===== config.mk =====
export PLATFORM = sky130hd
export DESIGN_NAME = ahb2apb_bridge
export DESIGN_NICKNAME = d
export VERILOG_FILES = /design/src/rtl/ahb_apb_pkg.sv /design/src/rtl/apb_sel_decode.sv /design/src/rtl/ahb2apb_bridge.sv
export SDC_FILE = /design/constraint.sdc
export NUM_CORES = 1
export LEC_CHECK = 0
export CORE_MARGIN = 3
export CORE_UTILIZATION = 48
export CTS_CLUSTER_SIZE = 14
export DETAILED_ROUTE_END_ITERATION = 10
export PLACE_DENSITY_LB_ADDON = 0.12
export SLEW_MARGIN = 15
export SYNTH_ARGS = -nofsm -noshare
export SYNTH_HDL_FRONTEND = slang
export SYNTH_SLANG_ARGS = --single-unit

===== constraint.sdc =====
create_clock -name pclk -period 3.9 [get_ports pclk]
set_input_delay 0.975 -clock pclk [delete_from_list [all_inputs] [get_ports pclk]]
set_output_delay 0.975 -clock pclk [all_outputs]
set_load 0.02 [all_outputs]

===== src/rtl/ahb_apb_pkg.sv =====
// Shared encodings for the AHB-Lite to APB2 bridge.
//   htrans_e : AHB transfer types
//   hresp_e  : AHB response codes carried on the 2-bit hresp
//   state_e  : bridge FSM states
package ahb_apb_pkg;

  typedef enum logic [1:0] {
    HTRANS_IDLE   = 2'b00,
    HTRANS_BUSY   = 2'b01,
    HTRANS_NONSEQ = 2'b10,
    HTRANS_SEQ    = 2'b11
  } htrans_e;

  typedef enum logic [1:0] {
    HRESP_OKAY  = 2'b00,
    HRESP_ERROR = 2'b01
  } hresp_e;

  typedef enum logic [2:0] {
    ST_IDLE   = 3'd0,
    ST_WDATA  = 3'd1,
    ST_SETUP  = 3'd2,
    ST_ENABLE = 3'd3,
    ST_ERR1   = 3'd4,
    ST_ERR2   = 3'd5
  } state_e;

endpackage


===== src/rtl/apb_sel_decode.sv =====
// Slave-index decoder: maps an index to a one-hot APB select.
// Ports:
//   idx   in  IDX_W  slave index taken from the AHB address
//   sel   out NSLV   one-hot select (all zero when idx is out of range)
//   valid out 1      idx addresses an existing slave (idx < NSLV)
module apb_sel_decode #(
  parameter int unsigned NSLV  = 3,
  parameter int unsigned IDX_W = 2
) (
  input  logic [IDX_W-1:0] idx,
  output logic [NSLV-1:0]  sel,
  output logic             valid
);

  always_comb begin
    sel   = '0;
    valid = 1'b0;
    for (int unsigned i = 0; i < NSLV; i++) begin
      if (32'(idx) == i) begin
        sel[i] = 1'b1;
        valid  = 1'b1;
      end
    end
  end

endmodule


===== src/rtl/ahb2apb_bridge.sv =====
// AHB-Lite slave to APB2 master bridge. Every accepted NONSEQ/SEQ transfer
// becomes one SETUP/ENABLE access; AHB wait states cover the APB access.
// Addresses whose slave index is out of range get a two-cycle ERROR response.
// Ports:
//   pclk, presetn      clock, asynchronous active-low reset
//   hsel, haddr, htrans, hwrite, hwdata, hready_in   AHB slave inputs
//   hreadyout, hrdata, hresp                          AHB slave outputs
//   paddr, psel, penable, pwrite, pwdata              APB master outputs
//   prdata                                            APB read data (muxed externally)
module ahb2apb_bridge
  import ahb_apb_pkg::*;
#(
  parameter int unsigned NSLV    = 3,
  parameter int unsigned IDX_W   = 2,
  parameter int unsigned SEL_LSB = 16
) (
  input  logic            pclk,
  input  logic            presetn,
  input  logic            hsel,
  input  logic [31:0]     haddr,
  input  logic [1:0]      htrans,
  input  logic            hwrite,
  input  logic [31:0]     hwdata,
  input  logic            hready_in,
  output logic            hreadyout,
  output logic [31:0]     hrdata,
  output logic [1:0]      hresp,
  output logic [31:0]     paddr,
  output logic [NSLV-1:0] psel,
  output logic            penable,
  output logic            pwrite,
  output logic [31:0]     pwdata,
  input  logic [31:0]     prdata
);

  state_e            state;
  logic              accept;
  logic [IDX_W-1:0]  idx;
  logic [NSLV-1:0]   sel_dec;
  logic              sel_valid;
  // Write address/select parked here during WDATA so paddr/psel keep the
  // previous access's values until SETUP actually starts.
  logic [31:0]       addr_q;
  logic [NSLV-1:0]   sel_q;

  assign accept = hsel && hready_in &&
                  (htrans == HTRANS_NONSEQ || htrans == HTRANS_SEQ);
  assign idx    = haddr[SEL_LSB+IDX_W-1:SEL_LSB];

  apb_sel_decode #(
    .NSLV  (NSLV),
    .IDX_W (IDX_W)
  ) u_sel_decode (
    .idx   (idx),
    .sel   (sel_dec),
    .valid (sel_valid)
  );

  always_ff @(posedge pclk or negedge presetn) begin
    if (!presetn) begin
      state     <= ST_IDLE;
      psel      <= '0;
      penable   <= 1'b0;
      pwrite    <= 1'b0;
      paddr     <= '0;
      pwdata    <= '0;
      hrdata    <= '0;
      hreadyout <= 1'b1;
      hresp     <= HRESP_OKAY;
      addr_q    <= '0;
      sel_q     <= '0;
    end else begin
      case (state)
        ST_IDLE: begin
          if (accept) begin
            hreadyout <= 1'b0;
            if (!sel_valid) begin
              state <= ST_ERR1;
              hresp <= HRESP_ERROR;
            end else if (hwrite) begin
              state  <= ST_WDATA;
              addr_q <= haddr;
              sel_q  <= sel_dec;
            end else begin
              state  <= ST_SETUP;
              paddr  <= haddr;
              pwrite <= 1'b0;
              psel   <= sel_dec;
            end
          end
        end
        ST_WDATA: begin
          state  <= ST_SETUP;
          pwdata <= hwdata;
          paddr  <= addr_q;
          pwrite <= 1'b1;
          psel   <= sel_q;
        end
        ST_SETUP: begin
          state   <= ST_ENABLE;
          penable <= 1'b1;
        end
        ST_ENABLE: begin
          state     <= ST_IDLE;
          psel      <= '0;
          penable   <= 1'b0;
          hreadyout <= 1'b1;
          if (!pwrite) hrdata <= prdata;
        end
        ST_ERR1: begin
          state     <= ST_ERR2;
          hreadyout <= 1'b1;
        end
        ST_ERR2: begin
          // A transfer presented alongside the error's ready cycle is dropped.
          state <= ST_IDLE;
          hresp <= HRESP_OKAY;
        end
        default: begin
          state     <= ST_IDLE;
          psel      <= '0;
          penable   <= 1'b0;
          hreadyout <= 1'b1;
          hresp     <= HRESP_OKAY;
        end
      endcase
    end
  end

endmodule

==> Word level (Yosys, flattened, before mapping) <==
Cells that the tools add are included.
Widths: inputs -> output; s select.
{ "totals": {"in_bits": 103, "word_cells": 71, "output_inout_bits": 104, "ff_bits": 142} }
{ "op_classes": {"muxes": 27, "bitwise_logic": 4, "n_eq_ne": 13, "n_reduce_logical": 16} }
{ "ops": {"columns": ["operator", "n"], "rows": [
  ["$mux 32", 3],
  ["$pmux 32 s2", 1],
  ["$mux 3", 5],
  ["$pmux 3 s4", 1],
  ["$reduce_and 4->1", 3],
  ["$mux 1", 9],
  ["$pmux 3 s3", 1],
  ["$ne 2x2->1 const B", 4],
  ["$reduce_or 4->1", 2],
  ["$eq 2x2->1 const B", 3],
  ["$eq 3x2->1 const B", 2],
  ["$eq 3x3->1 const B", 2],
  ["$mux 2", 3],
  ["$pmux 1 s2", 3],
  ["$reduce_or 3->1", 2],
  ["$not 1->1", 4],
  ["$pmux 2 s2", 1],
  ["$reduce_and 2->1", 2],
  ["$eq 3x1->1 const B", 1],
  ["$logic_not 3->1", 1],
  ["$reduce_and 3->1", 1],
  ["$eq 2x1->1 const B", 1],
  ["$logic_and 1x1->1", 2],
  ["$logic_not 2->1", 1],
  ["2 further kinds", 2]
]} }

==> Depth between registers and ports, before layout <==
Gate-level depths: netlist of run 1.
{ "logic_depth": {"word_depth": 7, "ltp_mapped": 7, "depth_no_buf": 4} }

==> Hierarchy <==
From an unflattened synthesis of run 1, not the netlist that was laid out.
{ "hier_totals": {"cells_unflattened": 409, "area_unflattened_um2": 5806.8} }
{ "by_module_without_submodules": {"columns": ["mod", "n_inst", "area_per_inst_um2", "cells_each", "seq_area_each_um2"], "rows": [
  ["ahb2apb_bridge", 1, 5784.3, 405, 3529.6],
  ["apb_sel_decode", 1, 22.5, 4, 0.0]
]} }

==> Least setup slack after synthesis of run 1 <==
Ideal clock, no wire load.
{ "synth_path": {"path_kind": "in2reg", "startpoint": "input port haddr[17]", "endpoint": "register psel[2]", "setup_slack_ns": 1.881, "required_ns": 3.823, "cell_stages": 5, "path_buffers": 1, "setup_ns": 0.077, "arrival_ns": 1.943, "cell_sequence": "a21oi_1 -> a21boi_2 -> or2b_2 -> buf_6 -> o21ai_1"} }
{ "synth_via": {"elab_chain_len": 6, "word_cells_on_any_way": 13, "cone_classes": "3 x eq/ne; 8 x mux; 2 x reduce/logical"} }
{ "synth_lines": {"columns": ["element", "line_no", "rtl"], "rows": [
  ["start, declared", "ahb2apb_bridge.sv:20", "input logic [31:0] haddr,"],
  ["$eq 2x2->1 / $logic_not 2->1 (equally long branches)", "apb_sel_decode.sv:19", "if (32'(idx) == i) begin"],
  ["$mux 1", "apb_sel_decode.sv:19", null],
  ["$mux 3 / $mux 1 (equally long branches)", "ahb2apb_bridge.sv:80, apb_sel_decode.sv:19", null],
  ["$mux 3 / $mux 1 (equally long branches)", "ahb2apb_bridge.sv:77, apb_sel_decode.sv:19", null],
  ["$mux 3 / $ne 2x2->1 (equally long branches)", null, null],
  ["$pmux 3 s3 / $reduce_and 4->1 (equally long branches)", null, null],
  ["end signal, assigned", "ahb2apb_bridge.sv:88", "psel <= sel_dec;"],
  ["end signal, assigned", "ahb2apb_bridge.sv:97", "psel <= sel_q;"],
  ["end, declared", "ahb2apb_bridge.sv:29", "output logic [NSLV-1:0] psel,"]
]} }
Parallel ways exist; a longest one is shown, timed or not. The select of a mux whose other input is x is not followed.
A chain may end at the register's enable or synchronous reset.

==> Worst setup path after layout of run 1 <==
{ "layout_path": {"startpoint": "register hreadyout", "endpoint": "output port hreadyout"} }
{ "layout_lines": {"columns": ["element", "line_no", "rtl"], "rows": [
  ["start, declared", "ahb2apb_bridge.sv:25", "output logic hreadyout,"],
  ["start signal, assigned", "ahb2apb_bridge.sv:68", "hreadyout <= 1'b1;"],
  ["start signal, assigned", "ahb2apb_bridge.sv:76", "hreadyout <= 1'b0;"],
  ["start signal, assigned", "ahb2apb_bridge.sv:107", "hreadyout <= 1'b1;"]
]} }
No word-level cell between the ends.

==> impl_metrics.env, run 1 <==
export IMPL_finalSetupTns_ps=0
export IMPL_grt_max_degree=60
export IMPL_power_internal_uw=4720
export IMPL_layout_min_cycle_time_ps=2550
export IMPL_die_w_um=115
export IMPL_design_portCount=207
export IMPL_antenna_left=0
export IMPL_route_top_layer_used="met4"
export IMPL_wl_met1_um=5630
export IMPL_startpoint="hreadyout"
export IMPL_clkLatencyLatePin_ps=410
export IMPL_r2r_slack_ps=1490
export IMPL_critPathMaxStageDelay_ps=630
export IMPL_rsz0062_at_grt="no"
export IMPL_viasPerCell=5.35
export IMPL_path_buf_inv=1
export IMPL_rows=39
export IMPL_dr_wl_met2_um=7290
export IMPL_end_kind="output pin"
export IMPL_grt_pass1_vias=4328
export IMPL_final_cells=774
export IMPL_total_power_uw=7160
export IMPL_critPathKind="reg2out"
export IMPL_worst_slack_ps=1350
export IMPL_first_pass_iters=4
export IMPL_post_route_period_util_pct=65.3
export IMPL_cts_setup_buffers=0
export IMPL_yosysWarnings=0
export IMPL_initialDrtViolationCount=147
export IMPL_cts_buffers=17
export IMPL_wl_met3_um=1000
export IMPL_fin_worst_skew_ps=5.82
export IMPL_syn_avg_cell_area_um2=13.9
export IMPL_r2r_cells=5
export IMPL_ys_types=34
export IMPL_drc=0
export IMPL_status="complete, no violations"
export IMPL_p_seq_share_pct=34.0
export IMPL_p_leak_uw=0.00366
export IMPL_slew_viol_final=0
export IMPL_cp_data_required_time_ps=2920
export IMPL_fmax_mhz=392
export IMPL_wl_per_cell_um=18.4
export IMPL_clockBufferDepth=2
export IMPL_cts_max_level=4
export IMPL_vias=4142
export IMPL_reg2reg_from="state[1]"
export IMPL_core_area_um2=11600
export IMPL_grt_pass1_wl_um=21900
export IMPL_drt_wl_total_um=14200
export IMPL_cp_top_family="buffers and inverters"
export IMPL_grtUsageTotal_pct=21.6
export IMPL_clkTransAtPathRegs_ps=60
export IMPL_die_area_um2=13300
export IMPL_cts_hold_buf=0
export IMPL_place_congestion=0.766
export IMPL_clkSinkCount=141
export IMPL_clockRootBuffer="clkbuf_16"
export IMPL_setup_viol=0
export IMPL_combPwrFrac_pct=43.2
export IMPL_antennaDiodeCount=0
export IMPL_crit_path_max_fanout=3
export IMPL_synth_cells=413
export IMPL_fillers=843
export IMPL_maxCapViolations=0
export IMPL_cts_resized=0
export IMPL_arrival_ps=1570
export IMPL_p_sw_share_pct=34.1
export IMPL_synthFlopType="dfrtp_1"
export IMPL_synth_nets=516
export IMPL_async_reset_ff_share_pct=100
export IMPL_start_kind="flip-flop"
export IMPL_hold_viol=0
export IMPL_r2r_end="paddr[26]"
export IMPL_initial_utilization_pct=49.6
export IMPL_nNetsFinal=722
export IMPL_fin_util_pct=73.4
export IMPL_synth_seq_cells=141
export IMPL_grt_ovfl_total=0
export IMPL_place_ws_ps=963
export IMPL_p_sw_uw=2440
export IMPL_p_clk_share_pct=22.9
export IMPL_chipHeight_um=115
export IMPL_hp_class="reg2reg"
export IMPL_syn_area_um2=5740
export IMPL_slew_headroom_pct=48.4
export IMPL_dp_final_hpwl_um=9840
export IMPL_tightest_slew_ps=774
export IMPL_cts_tree="built"
export IMPL_endpoint="hreadyout"
export IMPL_synth_edf_count=0
export IMPL_slowest_stage="clkdlybuf4s50_1"
export IMPL_p_per_area_nw_per_um2=844
export IMPL_syn_to_final_growth_pct=47.9
export IMPL_port_buffers=204
export IMPL_irDropWorstVdd_mv=0.435
export IMPL_antenna_found_initial=0
export IMPL_worstPathCellList="clkdlybuf4s50_1"
export IMPL_yosysSeqAreaShare_pct=61.5
export IMPL_crit_cells=1
export IMPL_dpl_cell_count=743
export IMPL_final_layout_size_suffix_gt1_share_pct=22.0
==> per-layer routing <==
layer	vias to the layer above	global-route usage, %
li1	1884	-
met1	2080	25.2
met2	154	36.5
met3	24	6.89
met4	0	9.78
met5	-	0
==> cells by family (layout without fill, tap and decap cells) <==
kind of cell           count (synthesis)  in the layout  share of synthesized area [%]
AO/OA/AOI/OAI                         87             87                           8.07
buffers and inverters                 28            246                           2.94
multiplexers                         128            128                           24.4
other                                  1              1                         0.0654
flip-flops                           141            141                           61.5
AND/OR/NAND/NOR                       28             28                           2.95
==> how the worst min path moves through the flow <==
stage | to | startpoint | slack (ps) | cells past startpoint
2_1_floorplan | sel_q[0] | sel_q[0] | 450 | 2
3_3_place_gp | sel_q[0] | sel_q[0] | 470 | 2
3_5_place_dp | psel[2] | psel[2] | 480 | 2
4_1_cts | psel[2] | psel[2] | 490 | 2
5_1_grt | pwdata[11] | pwdata[11] | 520 | 1
6_report | psel[2] | psel[2] | 490 | 2
==> worst min-delay path, cell delays in order, from the launching register on <==
cell,delay [ps]
dfrtp_1,340
nand2_1,50
o21ai_1,60
==> flip-flops by register name (all words and copies together), names as in the netlist <==
signal and count:
pwrite 1, pwdata 32, hresp 1, hreadyout 1
addr_q 32, paddr 32, state 3, sel_q 3
psel 3, hrdata 32, penable 1
==> power by group through the flow <==
| stage | logic [uW] | clock network (uW) | registers, uW |
|---|---|---|---|
| 6_report | 3090 | 1640 | 2430 |
| 3_3_place_gp | 3050 | 0 | 2410 |
| 2_1_floorplan | 1310 | 0 | 2940 |
| 3_5_place_dp | 3120 | 0 | 2450 |
| 5_1_grt | 3310 | 1720 | 2520 |
| 4_1_cts | 3130 | 1660 | 2440 |
==> area by class of cell <==
type                            instances  area (um^2)  share of cell area (%)
Clock inverter                          6          108                    1.27
Timing Repair Buffer                  213         2120                    25.0
Tap cell                              143          179                    2.11
Inverter                                2         7.51                  0.0885
Clock buffer                           25          495                    5.84
Multi-Input combinational cell        244         2040                    24.1
Sequential cell                       141         3530                    41.6
==> through the flow <==
| stage | hold slack [ps] | cell area (um^2) |
|---|---|---|
| CTS | 493 | 8480 |
| global placement | 466 | 7880 |
| floorplan | 450 | 5740 |
| detailed placement | 480 | 7880 |
| global route | 515 | 8480 |
| finish | 487 | 8480 |
==> cells in the mapped netlist, types with 2 or more instances <==
| cell type | instances | area (um^2) |
|---|---|---|
| a21oi_1 | 7 | 35.0 |
| a22oi_1 | 2 | 15.0 |
| buf_2 | 9 | 45.0 |
| buf_4 | 6 | 45.0 |
| buf_6 | 4 | 45.0 |
| clkbuf_1 | 7 | 26.3 |
| dfrtp_1 | 140 | 3500 |
| inv_1 | 2 | 7.51 |
| mux2_1 | 2 | 22.5 |
| mux2_2 | 94 | 1060 |
| mux2i_1 | 32 | 320 |
| nand2_1 | 7 | 26.3 |
| nand3_1 | 2 | 10.0 |
| nor2_1 | 7 | 26.3 |
| nor3_1 | 2 | 10.0 |
| o21a_1 | 3 | 22.5 |
| o21ai_0 | 36 | 180 |
| o21ai_1 | 35 | 175 |
==> placed cells by master, fill, tap and decap left out, drive strengths merged, types with 2 or more instances in the layout <==
master         instances
bufinv                 3
clkbuf                25
clkinv                 2
or2                    2
o21a                   3
inv                    2
clkdlybuf4s50        203
o21ai                 71
buf                   10
a21oi                  7
dfrtp                140
a22oi                  2
nor3                   3
nor2                   8
nand2                  7
mux2i                 32
mux2                  96
nand3                  2
Power figures use the tool's default switching activity.
==> run 2, diff against run 1 <==
--- a/config.mk
+++ b/config.mk
@@ -6,7 +6,7 @@
 export NUM_CORES = 1
 export LEC_CHECK = 0
 export CORE_MARGIN = 3
-export CORE_UTILIZATION = 48
+export CORE_UTILIZATION = 45
 export CTS_CLUSTER_SIZE = 14
 export DETAILED_ROUTE_END_ITERATION = 10
 export PLACE_DENSITY_LB_ADDON = 0.12
==> constraint.sdc (replaced) <==
create_clock -name pclk -period 2.5 [get_ports pclk]
set_input_delay 0.625 -clock pclk [delete_from_list [all_inputs] [get_ports pclk]]
set_output_delay 0.625 -clock pclk [all_outputs]
set_load 0.02 [all_outputs]
==> run 2 against run 1 <==
Compared with the run above: combinational power increased by 59%; clock skew is 1.2 ps lower; worst hold slack lost 310 ps; clock power rose by 45%; worst setup slack worse by 1000 ps; sequential share of layout area down 0.31 points; routed wire length decreased by 0.57%; cell count increased by 4.1%; cell area grew 0.75%; non-clock buffer count grew 6; largest cell class unchanged.
==> impl_metrics.env, run 2 (synthesis gave the netlist of run 1 again) <==
export IMPL_status="complete, no violations"
export IMPL_port_buffers=204
export IMPL_regArea_um2=3530
export IMPL_end_kind="output pin"
export IMPL_clkSinkCount=141
export IMPL_place_congestion=0.784
export IMPL_p_per_area_nw_per_um2=1290
export IMPL_drc=0
export IMPL_multiInputGateArea_um2=2040
export IMPL_clkTransAtPathRegs_ps=50
export IMPL_rows=40
export IMPL_viasPerCell=5.13
export IMPL_r2r_end="paddr[21]"
export IMPL_grt_pass1_vias=4441
export IMPL_final_common_cell="clkdlybuf4s50_1"
export IMPL_cts_resized=0
export IMPL_combPwrFrac_pct=44.3
export IMPL_p_seq_share_pct=34.3
export IMPL_initial_utilization_pct=47.0
export IMPL_r2r_slack_ps=470
export IMPL_worstPathCellList="clkdlybuf4s50_1"
export IMPL_tightest_slew_ps=583
export IMPL_vias=4133
export IMPL_slew_viol_final=0
export IMPL_layout_min_cycle_time_ps=2180
export IMPL_syn_to_final_growth_pct=49.0
export IMPL_cts_buffers=17
export IMPL_chipHeight_um=119
export IMPL_maxCapViolations=0
export IMPL_clkLatencyLatePin_ps=410
export IMPL_startpoint="hreadyout"
export IMPL_crit_path_max_fanout=3
export IMPL_drt_wl_total_um=14100
export IMPL_rsz0062_at_grt="no"
export IMPL_finalSetupTns_ps=0
export IMPL_antennaDiodeCount=0
export IMPL_cp_top_family="buffers and inverters"
export IMPL_slowest_stage="clkdlybuf4s50_1"
export IMPL_die_area_um2=14100
export IMPL_post_route_period_util_pct=87.3
export IMPL_initialDrtViolationCount=241
export IMPL_crit_cells=1
export IMPL_placed_area_um2=7980
export IMPL_grtUsageTotal_pct=20.9
export IMPL_arrival_ps=1560
export IMPL_fin_worst_skew_ps=4.65
export IMPL_clockBufferDepth=2
export IMPL_reg2reg_from="state[1]"
export IMPL_wl_per_cell_um=17.5
export IMPL_antenna_found_initial=0
export IMPL_cts_tree="built"
export IMPL_p_clk_share_pct=21.4
export IMPL_fin_area_um2=8550
export IMPL_critPathMaxStageDelay_ps=620
export IMPL_setup_viol=0
export IMPL_cp_data_required_time_ps=1880
export IMPL_hold_viol=0
export IMPL_critPathKind="reg2out"
export IMPL_start_kind="flip-flop"
export IMPL_final_cell_mix="clkdlybuf4s50_1 (203), dfrtp_1 (140), mux2_2 (94)"
export IMPL_cts_hold_buf=0
export IMPL_endpoint="hreadyout"
export IMPL_cts_max_level=4
export IMPL_hp_class="in2async"
export IMPL_final_layout_size_suffix_gt1_share_pct=23.0
export IMPL_r2r_cells=5
export IMPL_cts_setup_buffers=0
export IMPL_dp_final_hpwl_um=9920
export IMPL_nNetsFinal=728
export IMPL_p_leak_uw=0.00369
export IMPL_first_pass_iters=4
export IMPL_design_portCount=207
export IMPL_antenna_left=0
export IMPL_grt_ovfl_total=0
export IMPL_grt_max_degree=61
export IMPL_clockRootBuffer="clkbuf_16"
export IMPL_p_sw_uw=3830
export IMPL_core_area_um2=12200
export IMPL_p_sw_share_pct=34.6
export IMPL_fillers=934
export IMPL_power_internal_uw=7230
export IMPL_fmax_mhz=458
export IMPL_irDropWorstVdd_mv=0.735
export IMPL_slew_headroom_pct=61.1
export IMPL_grt_pass1_wl_um=23300
export IMPL_path_buf_inv=1
export IMPL_die_w_um=119
==> run 2: cell type report <==
| class | instances | share of cell area (%) |
|---|---|---|
| Clock buffer | 25 | 5.91 |
| Clock inverter | 7 | 0.703 |
| Inverter | 2 | 0.0878 |
| Multi-Input combinational cell | 244 | 23.9 |
| Sequential cell | 141 | 41.3 |
| Tap cell | 168 | 2.46 |
| Timing Repair Buffer | 219 | 25.7 |
==> run 2: stage by stage <==
stage | total power [uW] | util, % | setup WS [ps] | cells | hold slack (ps)
after floorplan | 6620 | - | 775 | 413 | 329
after global placement | 8580 | 65.4 | 251 | 774 | 470
after detailed placement | 8770 | 65.4 | 206 | 774 | 481
after CTS | 11200 | 70.0 | 286 | 806 | 196
after global routing | 11700 | 70.0 | 275 | 806 | 223
final | 11100 | 70.0 | 318 | 806 | 175
==> run 2: how the worst min path moves through the flow <==
stage,startpoint,end,slack (ps),cells past startpoint
floorplan,presetn,addr_q[0],330,0
global placement,sel_q[0],sel_q[0],470,2
detailed placement,addr_q[25],addr_q[25],480,1
CTS,presetn,hrdata[4],200,1
global route,presetn,hrdata[4],220,1
finish,presetn,hrdata[4],170,1
==> run 2: worst reg2reg max path: stages, from the launching register on <==
cell and delay (ps):
dfrtp_1 490, or2_1 350, nor2_8 350, buf_4 350, mux2i_1 290, o21ai_1 90
==> run 2: metal layers <==
| layer | GRT usage [%] | vias to the layer above | part of all wire (%) |
|---|---|---|---|
| li1 | - | 1896 | - |
| met1 | 24.0 | 2073 | 39 |
| met2 | 36.0 | 146 | 52 |
| met3 | 7.64 | 18 | 7.6 |
| met4 | 7.24 | 0 | 1.8 |
| met5 | 0 | - | 0 |
==> run 2: power groups by stage <==
stage	Clock [uW]	Combinational (uW)	Sequential [uW]
2_1_floorplan	0	2040	4580
4_1_cts	2430	4960	3810
6_report	2370	4900	3800
3_3_place_gp	0	4820	3760
3_5_place_dp	0	4930	3830
5_1_grt	2540	5230	3930
==> run 3, diff against run 2 <==
--- a/config.mk
+++ b/config.mk
@@ -5,6 +5,7 @@
 export SDC_FILE = /design/constraint.sdc
 export NUM_CORES = 1
 export LEC_CHECK = 0
+export CAP_MARGIN = 20
 export CORE_MARGIN = 3
 export CORE_UTILIZATION = 45
 export CTS_CLUSTER_SIZE = 14
==> results of run 3 <==
No change in the layout: final DEF, timing and power equal those of run 2.
